<file path="config.mk">
export PLATFORM = sky130hd
export DESIGN_NAME = care_actions
export DESIGN_NICKNAME = d
export VERILOG_FILES = /design/src/rtl/care_actions.sv
export SDC_FILE = /design/constraint.sdc
export NUM_CORES = 1
export LEC_CHECK = 0
export BUFFER_PORTS_ARGS = -buffer_cell sky130_fd_sc_hd__buf_2
export CAP_MARGIN = 20
export CORE_MARGIN = 2
export CORE_UTILIZATION = 35
export CTS_CLUSTER_SIZE = 30
export DETAILED_ROUTE_END_ITERATION = 10
export GPL_TIMING_DRIVEN = 0
export MAX_ROUTING_LAYER = met4
export PLACE_DENSITY = 0.54
export SLEW_MARGIN = 20
export SYNTH_ARGS = -nofsm -noshare
export SYNTH_HDL_FRONTEND = slang
export SYNTH_SLANG_ARGS = --single-unit
</file>
<file path="constraint.sdc">
create_clock -name clk -period 1.7 [get_ports clk]
set_input_delay 0.085 -clock clk [delete_from_list [all_inputs] [get_ports clk]]
set_output_delay 0.085 -clock clk [all_outputs]
set_load 0.05 [all_outputs]
</file>
<file path="src/rtl/care_actions.sv">
// care_actions: turns debounced feed/play/sleep presses into one-cycle level-raise pulses,
// with per-action cooldowns, a timed sleep session and rejection of illegal presses.
module care_actions #(
  parameter int unsigned TICK_CYCLES     = 50,
  parameter int unsigned DEB_CYCLES      = 8,
  parameter int unsigned FEED_COOLDOWN_S = 5,
  parameter int unsigned PLAY_COOLDOWN_S = 3,
  parameter int unsigned SLEEP_STEP_S    = 4,
  parameter int unsigned MAX_LEVEL       = 5
) (
  input  logic       clk,
  input  logic       rst,
  input  logic       btn_feed,
  input  logic       btn_play,
  input  logic       btn_sleep,
  input  logic [2:0] foodValue,
  input  logic [2:0] sleepValue,
  input  logic [2:0] funValue,
  input  logic [2:0] happyValue,
  output logic       upFood,
  output logic       upSleep,
  output logic       upFun,
  output logic       upHappy,
  output logic       reject,
  output logic       busy,
  output logic       sleeping
);

  localparam int unsigned DEB_W   = (DEB_CYCLES > 1) ? $clog2(DEB_CYCLES) : 1;
  localparam int unsigned PRE_W   = (TICK_CYCLES > 1) ? $clog2(TICK_CYCLES) : 1;
  localparam int unsigned CD_MAX  = (FEED_COOLDOWN_S > PLAY_COOLDOWN_S) ? FEED_COOLDOWN_S
                                                                        : PLAY_COOLDOWN_S;
  localparam int unsigned SEC_MAX = (CD_MAX > SLEEP_STEP_S) ? CD_MAX : SLEEP_STEP_S;
  localparam int unsigned SEC_W   = $clog2(SEC_MAX + 1);

  localparam logic [2:0] S_IDLE     = 3'd0;
  localparam logic [2:0] S_FEEDING  = 3'd1;
  localparam logic [2:0] S_PLAYING  = 3'd2;
  localparam logic [2:0] S_SLEEPING = 3'd3;
  localparam logic [2:0] S_COOLDOWN = 3'd4;

  localparam logic [2:0] LVL_MAX = 3'(MAX_LEVEL);

  // Button vectors are ordered {sleep, play, feed}
  logic [2:0]            btn_raw;
  logic [2:0]            sync1_q, sync1_d, sync2_q, sync2_d;
  logic [2:0]            deb_q, deb_d, deb_prev_q, deb_prev_d;
  logic [2:0][DEB_W-1:0] deb_cnt_q, deb_cnt_d;
  logic [2:0]            ev_c;

  logic [2:0]       state_q, state_d;
  logic [SEC_W-1:0] limit_q, limit_d;
  logic [PRE_W-1:0] presc_q, presc_d;
  logic [SEC_W-1:0] sec_q, sec_d;
  logic             tick_c, step_c, run_c;

  logic up_food_q, up_food_d, up_fun_q, up_fun_d, up_happy_q, up_happy_d;
  logic up_sleep_q, up_sleep_d, reject_q, reject_d, busy_q, busy_d;
  logic sleeping_q, sleeping_d;

  assign btn_raw = {btn_sleep, btn_play, btn_feed};

  // Synchronize, debounce and detect rising edges of the debounced levels
  always_comb begin
    sync1_d    = btn_raw;
    sync2_d    = sync1_q;
    deb_d      = deb_q;
    deb_prev_d = deb_q;
    deb_cnt_d  = '0;
    for (int i = 0; i < 3; i++) begin
      if (sync2_q[i] != deb_q[i]) begin
        if (deb_cnt_q[i] == DEB_W'(DEB_CYCLES - 1)) deb_d[i] = sync2_q[i];
        else deb_cnt_d[i] = deb_cnt_q[i] + DEB_W'(1);
      end
    end
    ev_c = deb_q & ~deb_prev_q;
  end

  assign tick_c = (presc_q == PRE_W'(TICK_CYCLES - 1));
  assign step_c = tick_c && (sec_q == SEC_W'(SLEEP_STEP_S - 1));

  // Next-state, pulse decisions and second timebase
  always_comb begin
    state_d    = state_q;
    limit_d    = limit_q;
    up_food_d  = 1'b0;
    up_fun_d   = 1'b0;
    up_happy_d = 1'b0;
    up_sleep_d = 1'b0;
    reject_d   = 1'b0;
    case (state_q)
      S_IDLE: begin
        if (ev_c[2]) begin
          if (sleepValue < LVL_MAX) state_d = S_SLEEPING;
          else reject_d = 1'b1;
        end else if (ev_c[0]) begin
          if (foodValue < LVL_MAX) begin
            state_d   = S_FEEDING;
            up_food_d = 1'b1;
          end else reject_d = 1'b1;
        end else if (ev_c[1]) begin
          if (funValue < LVL_MAX) begin
            state_d    = S_PLAYING;
            up_fun_d   = 1'b1;
            up_happy_d = (foodValue >= 3'd3) && (happyValue < LVL_MAX);
          end else reject_d = 1'b1;
        end
      end
      S_FEEDING: begin
        state_d  = S_COOLDOWN;
        limit_d  = SEC_W'(FEED_COOLDOWN_S);
        reject_d = |ev_c;
      end
      S_PLAYING: begin
        state_d  = S_COOLDOWN;
        limit_d  = SEC_W'(PLAY_COOLDOWN_S);
        reject_d = |ev_c;
      end
      S_COOLDOWN: begin
        reject_d = |ev_c;
        if (sec_q == limit_q) state_d = S_IDLE;
      end
      S_SLEEPING: begin
        if (ev_c[2]) begin
          state_d = S_IDLE;
        end else begin
          reject_d = ev_c[0] | ev_c[1];
          // A level already at max only ends the session once our own pulse has landed
          if ((sleepValue == LVL_MAX) && !up_sleep_q) state_d = S_IDLE;
          else if (step_c && (sleepValue < LVL_MAX)) up_sleep_d = 1'b1;
        end
      end
      default: state_d = S_IDLE;
    endcase

    // Timebase runs only while staying in a timed state, so entry always starts from zero
    run_c   = ((state_q == S_COOLDOWN) || (state_q == S_SLEEPING)) && (state_d == state_q);
    presc_d = '0;
    sec_d   = '0;
    if (run_c) begin
      presc_d = tick_c ? '0 : presc_q + PRE_W'(1);
      if (state_q == S_SLEEPING) sec_d = step_c ? '0 : (tick_c ? sec_q + SEC_W'(1) : sec_q);
      else sec_d = tick_c ? sec_q + SEC_W'(1) : sec_q;
    end

    busy_d     = (state_d != S_IDLE);
    sleeping_d = (state_d == S_SLEEPING);
  end

  // State and output registers with synchronous active-low reset
  always_ff @(posedge clk) begin
    if (!rst) begin
      sync1_q    <= '0;
      sync2_q    <= '0;
      deb_q      <= '0;
      deb_prev_q <= '0;
      deb_cnt_q  <= '0;
      state_q    <= S_IDLE;
      limit_q    <= '0;
      presc_q    <= '0;
      sec_q      <= '0;
      up_food_q  <= 1'b0;
      up_fun_q   <= 1'b0;
      up_happy_q <= 1'b0;
      up_sleep_q <= 1'b0;
      reject_q   <= 1'b0;
      busy_q     <= 1'b0;
      sleeping_q <= 1'b0;
    end else begin
      sync1_q    <= sync1_d;
      sync2_q    <= sync2_d;
      deb_q      <= deb_d;
      deb_prev_q <= deb_prev_d;
      deb_cnt_q  <= deb_cnt_d;
      state_q    <= state_d;
      limit_q    <= limit_d;
      presc_q    <= presc_d;
      sec_q      <= sec_d;
      up_food_q  <= up_food_d;
      up_fun_q   <= up_fun_d;
      up_happy_q <= up_happy_d;
      up_sleep_q <= up_sleep_d;
      reject_q   <= reject_d;
      busy_q     <= busy_d;
      sleeping_q <= sleeping_d;
    end
  end

  assign upFood   = up_food_q;
  assign upFun    = up_fun_q;
  assign upHappy  = up_happy_q;
  assign upSleep  = up_sleep_q;
  assign reject   = reject_q;
  assign busy     = busy_q;
  assign sleeping = sleeping_q;

endmodule

</file>
## Yosys cells after proc, flatten, opt, wreduce, memory -nomap -nowiden

Cells that the tools add are included.
Widths: inputs -> output; s select.

- Add/sub/neg operators: 5
- $lt $le $gt $ge: 5
- Equal/unequal tests: 16
- Multiplexer cells: 25
- Bitwise gates (word level): 13
- Reductions and logical operators: 25

Operators with widths:

| cell | number |
|---|---|
| $mux 3 | 12 |
| $reduce_or 3->1 | 6 |
| $eq 3x3->1 const B | 5 |
| $add 3x1->3 const B | 4 |
| $eq 3x2->1 const B | 4 |
| $lt 3x3->1 const B | 4 |
| $pmux 3 s4 | 1 |
| $mux 1 | 10 |
| $not 1->1 | 10 |
| $reduce_and 2->1 | 4 |
| $reduce_or 4->1 | 2 |
| $add 6x1->6 const B | 1 |
| $eq 3x3->1 | 2 |
| $eq 6x6->1 const B | 1 |
| $pmux 3 s2 | 1 |
| $reduce_or 6->1 | 1 |
| $logic_and 1x1->1 | 5 |
| $reduce_or 5->1 | 1 |
| $and 3x3->3 | 1 |
| $eq 3x1->1 const B | 1 |
| $ge 3x2->1 const B | 1 |
| $logic_not 3->1 | 1 |
| $ne 1x1->1 | 3 |
| $not 3->3 | 1 |
| 7 further kinds | 7 |

- Bits in registers: 43
- Input port bits: 17
- Output and inout bits: 7
- Logic and storage cells: 109

## Longest topological paths before layout

Gate-level depths: netlist of the first run.

- Word-level depth: 10
- Gate-level depth with buffers: 6
- Mapped depth without buffers: 6

## Worst setup path after synthesis of the first run

OpenSTA, ideal clock, no wires.

- Kind: flip-flop to flip-flop
- Start point: register up_sleep_q, in the netlist upSleep
- End point: register presc_q[2]
- Arrival time: 1.391 ns
- Setup slack: 0.177 ns
- Stages on the path, launching flop included: 5
- Buffers on the path: 0
- Period minus slack after synthesis: 1.523 ns
- Path through: dfxtp_1 -> nor4bb_1 -> nor3_1 -> o211ai_1 -> nor2_1

- Cells in the longest elaborated chain, start to end: 9

Ends and longest elaborated chain:

| item | line | source |
|---|---|---|
| start, declared | 58 | `logic up_sleep_q, up_sleep_d, reject_q, reject_d, busy_q, busy_d;` |
| start signal, assigned | 182 | `up_sleep_q <= up_sleep_d;` |
| $logic_not 1->1 | 129 | `if ((sleepValue == LVL_MAX) && !up_sleep_q) state_d = S_IDLE;` |
| $logic_and 1x1->1 | 129 |  |
| $mux 3 | 129 |  |
| $mux 3 | 124 | `if (ev_c[2]) begin` |
| $pmux 3 s4 | 91 | `case (state_q)` |
| $eq 3x3->1 | 137 | `run_c = ((state_q == S_COOLDOWN) \|\| (state_q == S_SLEEPING)) && (state_d == state_q);` |
| $logic_and 1x1->1 | 137 |  |
| $not 1->1 (no source line) | - |  |
| $reduce_or 3->1 (no source line) | - |  |
| end signal, assigned | 177 | `presc_q <= presc_d;` |
| end, declared | 53 | `logic [PRE_W-1:0] presc_q, presc_d;` |

Every way passes these cells.
A chain may end at the register's enable or synchronous reset.

## Worst setup path after layout of the first run

- Start point: register state_q[0]
- End point: register up_happy_q, in the netlist upHappy

- Cells in the longest elaborated chain, start to end: 3

Ends and longest elaborated chain:

| item | line | source |
|---|---|---|
| start, declared | 51 | `logic [2:0] state_q, state_d;` |
| start signal, assigned | 175 | `state_q <= state_d;` |
| $logic_not 3->1 | 91 |  |
| $not 1->1 (no source line) | - |  |
| $reduce_or 6->1 (no source line) | - |  |
| end signal, assigned | 181 | `up_happy_q <= up_happy_d;` |
| end, declared | 57 | `logic up_food_q, up_food_d, up_fun_q, up_fun_d, up_happy_q, up_happy_d;` |

Every way passes these cells.

==> results by group, run 1 <==
Final layout
  • Flip-flop and latch area: 860.8 sq um
  • Fin util: 44.18%
  • Commonest non-fill, non-tap cell in the layout: dfxtp_1
  • Area Overhead vs Synth: 20.62%
  • Most frequent cells in the layout: dfxtp_1 (43), nor2_1 (26), buf_2 (23)
  • Area of the multi-input gates: ~840 sq um
  • Final Non-Filler Cells: between 200 and 300
  • Post-route cell area: 0.002101 sq mm
  • # fillers: 503
  • Final net count: 239
  • Antenna cells: 0
  • Layout cell share with drive strength beyond 1: 17.84%

Synthesis
  • EDFF count, synth: 0
  • Post-Syn Instances: around 180
  • Seq/Total Area, Yosys: approximately half
  • Synthesized flop and latch total: 43
  • Synth Warn #: 0
  • Syn Nets: 205
  • Avg Cell Area, Syn: 9.785 sq um
  • Most used DFF post-synth: dfxtp_1
  • Post-synth ARST share: 0%
  • Mapped Area: about 0.0017 sq mm
  • Number of distinct library cells after synthesis: 37

Drt
  • Overall routed net length: 3.074 mm
  • Vias per std cell: 4.507
  • Iter 0 DRT Violations: 30
  • Post-route antenna net violation count: 0
  • Number of remaining DRC errors: 0
  • First drt pass iteration count: 4
  • Routed wire length per instance: 10.98 um
  • Via count: 1262

Global route
  • Largest net degree at the start of global routing: 14
  • All-layer global routing usage: 13.19%
  • First-pass GRT wire length: 5.209 mm
  • GR Overflow Total: 0
  • Initial antenna violation count: 0
  • Vias in the first global route: 1179

Critical path
  • WP data arrival: 1760 ps
  • Most frequent CP cell: or3_4
  • Launching element type of the critical path: flip-flop
  • Slowest stage cell on the critical path: or3_4
  • Crit path max-delay family: simple AND/OR/NAND/NOR gates
  • Critical Path Sink Type: flip-flop
  • Max stage delay on crit path: 370 ps
  • Worst-path fanout max: 9
  • CP Class: flip-flop to flip-flop
  • Critical Path, Cell by Cell: clkbuf_4, or3_4, or3_4, nor3_2, and3b_1
  • Worst Path Required: 1950 ps
  • CP bufs+invs: 1

Pwr
  • Final total power: 1.905 mW
  • Psw: 381.5 uW
  • Leakage: 0.8860 nW
  • Cell area power density: 906.6 mW/mm^2
  • Power share of the clock group: 43.2%
  • Switching Share: 20.03%
  • P_int: 1.523 mW
  • Max VDD drop: 0.0004681 V
  • Flop pwr share: 53.5%
  • Comb pwr share: roughly 3.3%

Floorplan
  • Full die area: 0.005556 sq mm
  • Die W: ~75 um
  • Die height: 74.54 um
  • I/O pin cnt: 24
  • Core Rows: 25
  • CORE AREA: ~0.0048 sq mm
  • Initial Util: between 30% and 40%

Timing
  • Final setup vio count: 0
  • Tcrit/Tclk final: between 80% and 90%
  • Slew HR: 66.24%
  • Fin. Hold Viols: 0
  • Worst-Margin Slew: 499.5 ps
  • Fmax: 658.1 MHz
  • Minimum clock period after layout: roughly 1500 ps
  • RSZ-0062 raised after global routing: false
  • Clock Skews: 5.777 ps
  • Slew Viols, Final: 0

Clocking
  • Htree depth: 2
  • CTS sink cnt: 43
  • CTS tree: yes
  • CTS Buf Count: 5
  • Clk buf depth: 2
  • Clk Latency, worst-skew pair: 300 ps
  • Clock root cell: clkbuf_8
  • Clock-pin slew on the worst setup and hold paths: 80 ps

Placed design
  • Placed Area: about 0.0019 sq mm
  • RD Place Congestion: 0.7747
  • Post-DP HPWL: between 2 and 2.5 mm
  • Dpl cells: around 270
  • Port Buffers: 23

Status
  • Outcome: finished, final reports clean

Run
  • Max-Cap Viols: 0

Min path
  • Worst Hold Class: primary input to flip-flop
==> power groups by stage <==
stage	logic (mW)	clock network (mW)	registers [mW]
after floorplan	0.0295	0	1.04
after global placement	0.0579	0	1.04
after detailed placement	0.0582	0	1.04
after CTS	0.0636	0.850	1.02
after global routing	0.0714	0.887	1.02
final	0.0628	0.823	1.02
==> Yosys cell counts, types with 2 or more instances <==
library cell / count / area share, %
clkbuf_1: 2 / 0.43
xnor2_1: 6 / 3.0
ha_1: 10 / 7.2
a22oi_1: 2 / 0.86
xor2_1: 5 / 2.5
or3_4: 2 / 1.3
a21oi_1: 5 / 1.4
inv_1: 5 / 1.1
and2_1: 15 / 5.4
o21ai_0: 6 / 1.7
dfxtp_1: 43 / 49
a211oi_1: 2 / 0.86
nor3_1: 5 / 1.4
nor2_1: 26 / 5.6
nand2_1: 5 / 1.1
nand3_1: 5 / 1.4
nand2b_1: 5 / 1.8
nor4_1: 3 / 1.1
o21a_1: 2 / 0.86
nor2b_1: 3 / 1.1
nor3b_1: 2 / 0.86
mux2i_1: 4 / 2.3
==> cells by family after synthesis <==
logic type,share of synthesized area (%)
flops,49.43
compound gates,8.979
buf+inv,2.587
fa+ha+maj,7.184
simple gates,23.99
xor+xnor,5.531
mux,2.299
==> routing by layer <==
metal  global-route usage (%)  up-vias  part of all wire, %
li1                         -      677                    -
met1                    15.76      554                   50
met2                    19.67       23                   43
met5                        -        -                    0
met3                    2.846        8                  4.2
met4                    9.127        0                  3.1
==> what timing repair did <==
action / CTS / global route
hold endpoints to repair: 3 / 0
gates resized for setup: 1 / 0
endpoints found under the setup margin: 6 / 6
pin swaps: 0 / 1
buffers inserted: 0 / 1
hold buffers: 3 / 0
==> registers in the layout (all words and copies together) (netlist names) <==
name,count
sync1_q,3
busy,1
deb_prev_d,3
sync2_q,3
deb_prev_q,3
sleeping,1
deb_cnt_q,9
upHappy,1
sec_q,3
upFood,1
presc_q,6
upSleep,1
upFun,1
limit_q,3
reject,1
state_q,3
==> worst paths after layout <==
check	startpoint	slack [ps]	endpoint	cells after the start
max	state_q[0]	180	upHappy	5
min	rst	80	upSleep	3
max reg2reg	state_q[0]	180	upHappy	5
min reg2reg	sync1_q[2]	430	sync2_q[2]	1
==> layout make-up <==
cell class / count / share of cell area (%)
buffer: 4 / 1.251
clock buffer: 6 / 3.931
clock inverter: 2 / 1.668
inverter: 5 / 0.8934
multi-input combinational: 126 / 40.02
sequential: 43 / 40.98
tap: 67 / 3.990
timing repair buffer: 27 / 7.266
==> tightest hold or removal path, stage by stage <==
cell     delay, ps
buf_2          130
nand2_1         70
nor4b_1         40
==> per-stage QoR <==
stage / hold WS [ps] / TNS (ps) / setup WS, ps
after floorplan: 212.3 / 0 / 177.4
after global placement: 292.7 / -231.1 / -42.28
after detailed placement: 295.0 / -64.92 / -18.66
after CTS: 66.22 / 0 / 70.08
after global routing: 98.92 / 0 / 12.07
final: 76.52 / 0 / 180.4
(Power assumes the default switching activity.)
==> run 2, diff against run 1 <==
--- a/config.mk
+++ b/config.mk
@@ -8,12 +8,13 @@
 export BUFFER_PORTS_ARGS = -buffer_cell sky130_fd_sc_hd__buf_2
 export CAP_MARGIN = 20
 export CORE_MARGIN = 2
-export CORE_UTILIZATION = 35
+export CORE_UTILIZATION = 40
+export CTS_CLUSTER_DIAMETER = 80
 export CTS_CLUSTER_SIZE = 30
 export DETAILED_ROUTE_END_ITERATION = 10
 export GPL_TIMING_DRIVEN = 0
 export MAX_ROUTING_LAYER = met4
-export PLACE_DENSITY = 0.54
+export PLACE_DENSITY = 0.6
 export SLEW_MARGIN = 20
 export SYNTH_ARGS = -nofsm -noshare
 export SYNTH_HDL_FRONTEND = slang
==> run 2 against run 1 <==
- clock power decreased by 24%
- wire length grew 3.4%
- setup slack worse by 9.5 ps
- final cell count shrank 6.1%
==> results by group, run 2 (synthesized netlist as in run 1, its figures left out) <==
Final layout
  • Area of the multi-input gates: 845.8 sq um (was 840.8 sq um)
  • Top Registers: deb_cnt_q: 9 flops, presc_q: 6 flops (unchanged)
  • Final Non-Filler Cells: 263 (was 280)
  • Final net count: 239 (unchanged)
  • # fillers: 388 (was 503)
  • Flip-flop and latch area: 860.8 sq um (unchanged)
  • Commonest non-fill, non-tap cell in the layout: dfxtp_1 (unchanged)
  • Fin util: 50.31% (was 44.18%)
  • Antenna cells: 0 (unchanged)
  • Layout cell share with drive strength beyond 1: 18.31% (was 17.84%)
  • Most frequent cells in the layout: dfxtp_1 (43), nor2_1 (26), buf_2 (23) (unchanged)
  • Biggest register: deb_cnt_q (unchanged)
  • Area Overhead vs Synth: 18.03% (was 20.62%)
  • Max reg flops: 9 (unchanged)

Clocking
  • Clock root cell: clkbuf_8 (unchanged)
  • Htree depth: 2 (unchanged)
  • CTS Buf Count: 5 (unchanged)
  • Clock-pin slew on the worst setup and hold paths: 80 ps (about the same)
  • Clk Latency, worst-skew pair: 290 ps (was 300 ps)
  • CTS tree: yes (unchanged)
  • CTS sink cnt: 43 (unchanged)
  • Clk buf depth: 2 (unchanged)

Drt
  • Routed met2 length: 1.554 mm (was 1.323 mm)
  • Metal3 WL: 146 um (was 129 um)
  • First drt pass iteration count: 4 (unchanged)
  • Post-route antenna net violation count: 0 (unchanged)
  • Vias per std cell: 4.973 (was 4.507)
  • Top Metal Used: met4 (unchanged)
  • Via count: 1308 (was 1262)
  • Iter 0 DRT Violations: 95 (was 30)
  • Overall routed net length: 3.180 mm (was 3.074 mm)
  • Length of routed wiring on met1: 1.432 mm (was 1.526 mm)
  • Number of remaining DRC errors: 0 (unchanged)
  • Routed wire length per instance: 12.09 um (was 10.98 um)

Critical path
  • Max stage delay on crit path: 390 ps (was 370 ps)
  • Most frequent CP cell: or3_4 (unchanged)
  • Critical Path, Cell by Cell: buf_6, or3_4, or3_4, nor3_2, and3b_1 (was clkbuf_4, or3_4, or3_4, nor3_2, and3b_1)
  • Launching element type of the critical path: flip-flop (unchanged)
  • Worst-path fanout max: 8 (was 9)
  • Worst reg2reg setup slack: 170 ps (was 180 ps)
  • Crit path max-delay family: simple AND/OR/NAND/NOR gates (unchanged)
  • WP data arrival: 1760 ps (about the same)
  • CP Class: flip-flop to flip-flop (unchanged)
  • Critical Path Sink Type: flip-flop (unchanged)
  • Slowest stage cell on the critical path: or3_4 (unchanged)
  • FF-to-FF path depth: 5 (unchanged)
  • CP bufs+invs: 1 (unchanged)
  • RR Endpoint: upHappy (unchanged)
  • Worst Path Required: 1930 ps (was 1950 ps)
  • Launching point of the worst reg2reg path: state_q[1] (was state_q[0])

Global route
  • All-layer global routing usage: 14.59% (was 13.19%)
  • First-pass GRT wire length: 5.602 mm (was 5.209 mm)
  • Largest net degree at the start of global routing: 15 (was 14)
  • Initial antenna violation count: 0 (unchanged)
  • GR Overflow Total: 0 (unchanged)
  • Vias in the first global route: 1293 (was 1179)

Pwr
  • Power share of the clock group: 36.5% (was 43.2%)
  • P_int: 1.333 mW (was 1.523 mW)
  • Psw: 370.0 uW (was 381.5 uW)
  • Cell area power density: 828.6 mW/mm^2 (was 906.6 mW/mm^2)
  • Comb pwr share: 3.7% (was 3.3%)
  • Switching Share: 21.72% (was 20.03%)
  • Flop pwr share: 59.8% (was 53.5%)
  • Max VDD drop: 0.0005165 V (was 0.0004681 V)
  • Leakage: 0.8697 nW (was 0.8860 nW)

Floorplan
  • Initial Util: 42.62% (was 36.63%)
  • Core Rows: 23 (was 25)
  • I/O pin cnt: 24 (unchanged)
  • Full die area: 0.004898 sq mm (was 0.005556 sq mm)
  • Die height: 69.99 um (was 74.54 um)
  • Die W: 69.99 um (was 74.54 um)
  • CORE AREA: 0.004086 sq mm (was 0.004755 sq mm)

Timing
  • Slew Viols, Final: 0 (unchanged)
  • Tcrit/Tclk final: 89.95% (was 89.39%)
  • Setup tns final: 0 ps (unchanged)
  • Fmax: 654.0 MHz (was 658.1 MHz)
  • RSZ-0062 raised after global routing: false (unchanged)
  • Slew HR: 66.21% (was 66.24%)
  • Final setup vio count: 0 (unchanged)
  • Worst-Margin Slew: 506.8 ps (was 499.5 ps)
  • Clock Skews: 7.929 ps (was 5.777 ps)
  • Fin. Hold Viols: 0 (unchanged)
  • Minimum clock period after layout: 1529 ps (was 1520 ps)

Min path
  • Hold path depth: 3 (unchanged)
  • Min-Delay Endpoint: upSleep (unchanged)
  • Min-delay src: rst (unchanged)
  • Worst Hold Class: primary input to flip-flop (unchanged)

Placed design
  • Dpl cells: 251 (was 268)
  • Post-DP HPWL: 2.468 mm (was 2.183 mm)
  • RD Place Congestion: 0.8768 (was 0.7747)
  • Port Buffers: 23 (unchanged)

Run
  • Max-Cap Viols: 0 (unchanged)

Status
  • Outcome: finished, final reports clean (unchanged)
==> run 2: changes by cell type in the layout (fill, tap and decap cells not counted) <==
cell,previous run,this run
nor3b_1,2,1
bufinv_16,1,0
clkbuf_8,6,5
nor3b_2,0,1
clkinvlp_4,0,2
==> run 2: tightest hold or removal path, stage by stage <==
cell and delay [ps]:
buf_2 130, nand2_1 70, nor4b_1 40
==> run 2: worst max-delay path by stage <==
stage                     startpoint         end  slack [ps]  cells past startpoint
final                     state_q[1]     upHappy         170                      5
after floorplan              upSleep  presc_q[2]         180                      4
after detailed placement  state_q[0]  presc_q[2]           4                      5
after global placement    state_q[0]  presc_q[5]          70                      5
after CTS                 presc_q[0]  presc_q[2]          50                      5
after global routing      state_q[1]     upHappy         100                      5
==> run 2: power by group through the flow <==
stage          clock network, mW  registers (mW)  logic, mW
3_5_place_dp                   0            1.04     0.0577
4_1_cts                    0.648            1.02     0.0634
2_1_floorplan                  0            1.04     0.0295
3_3_place_gp                   0            1.04     0.0563
6_report                   0.622            1.02     0.0628
5_1_grt                    0.693            1.02     0.0713
==> run 2: layer usage <==
| layer | vias up | track usage (%) |
|---|---|---|
| met5 | - | - |
| met1 | 591 | 16.67 |
| met4 | 0 | 4.487 |
| met3 | 6 | 5.195 |
| li1 | 682 | - |
| met2 | 29 | 24.02 |
==> run 2: what timing repair did <==
action	in CTS	in global routing
setup endpoints to repair	1	6
cloned	0	0
endpoints found under the hold margin	3	0
buffers inserted	0	1
hold buffers	3	0
pin swaps	0	1
resized for setup	1	1
==> run 2: cell type report <==
type / count / share of cell area, %
Buffer: 4 / 1.278
Clock buffer: 5 / 3.348
Clock inverter: 3 / 0.9738
Inverter: 5 / 0.9130
Multi-Input combinational cell: 126 / 41.14
Sequential cell: 43 / 41.87
Tap cell: 50 / 3.043
Timing Repair Buffer: 27 / 7.425
==> run 2: stage by stage <==
stage	worst slack, ps	power, mW	hold slack (ps)	area, sq um
finish	170.8	1.703	88.37	2056
global route	98.28	1.784	74.06	2056
CTS	53.86	1.730	72.90	2043
detailed placement	3.847	1.100	295.0	1919
global placement	69.82	1.098	293.9	1919
floorplan	177.4	1.071	212.3	1742
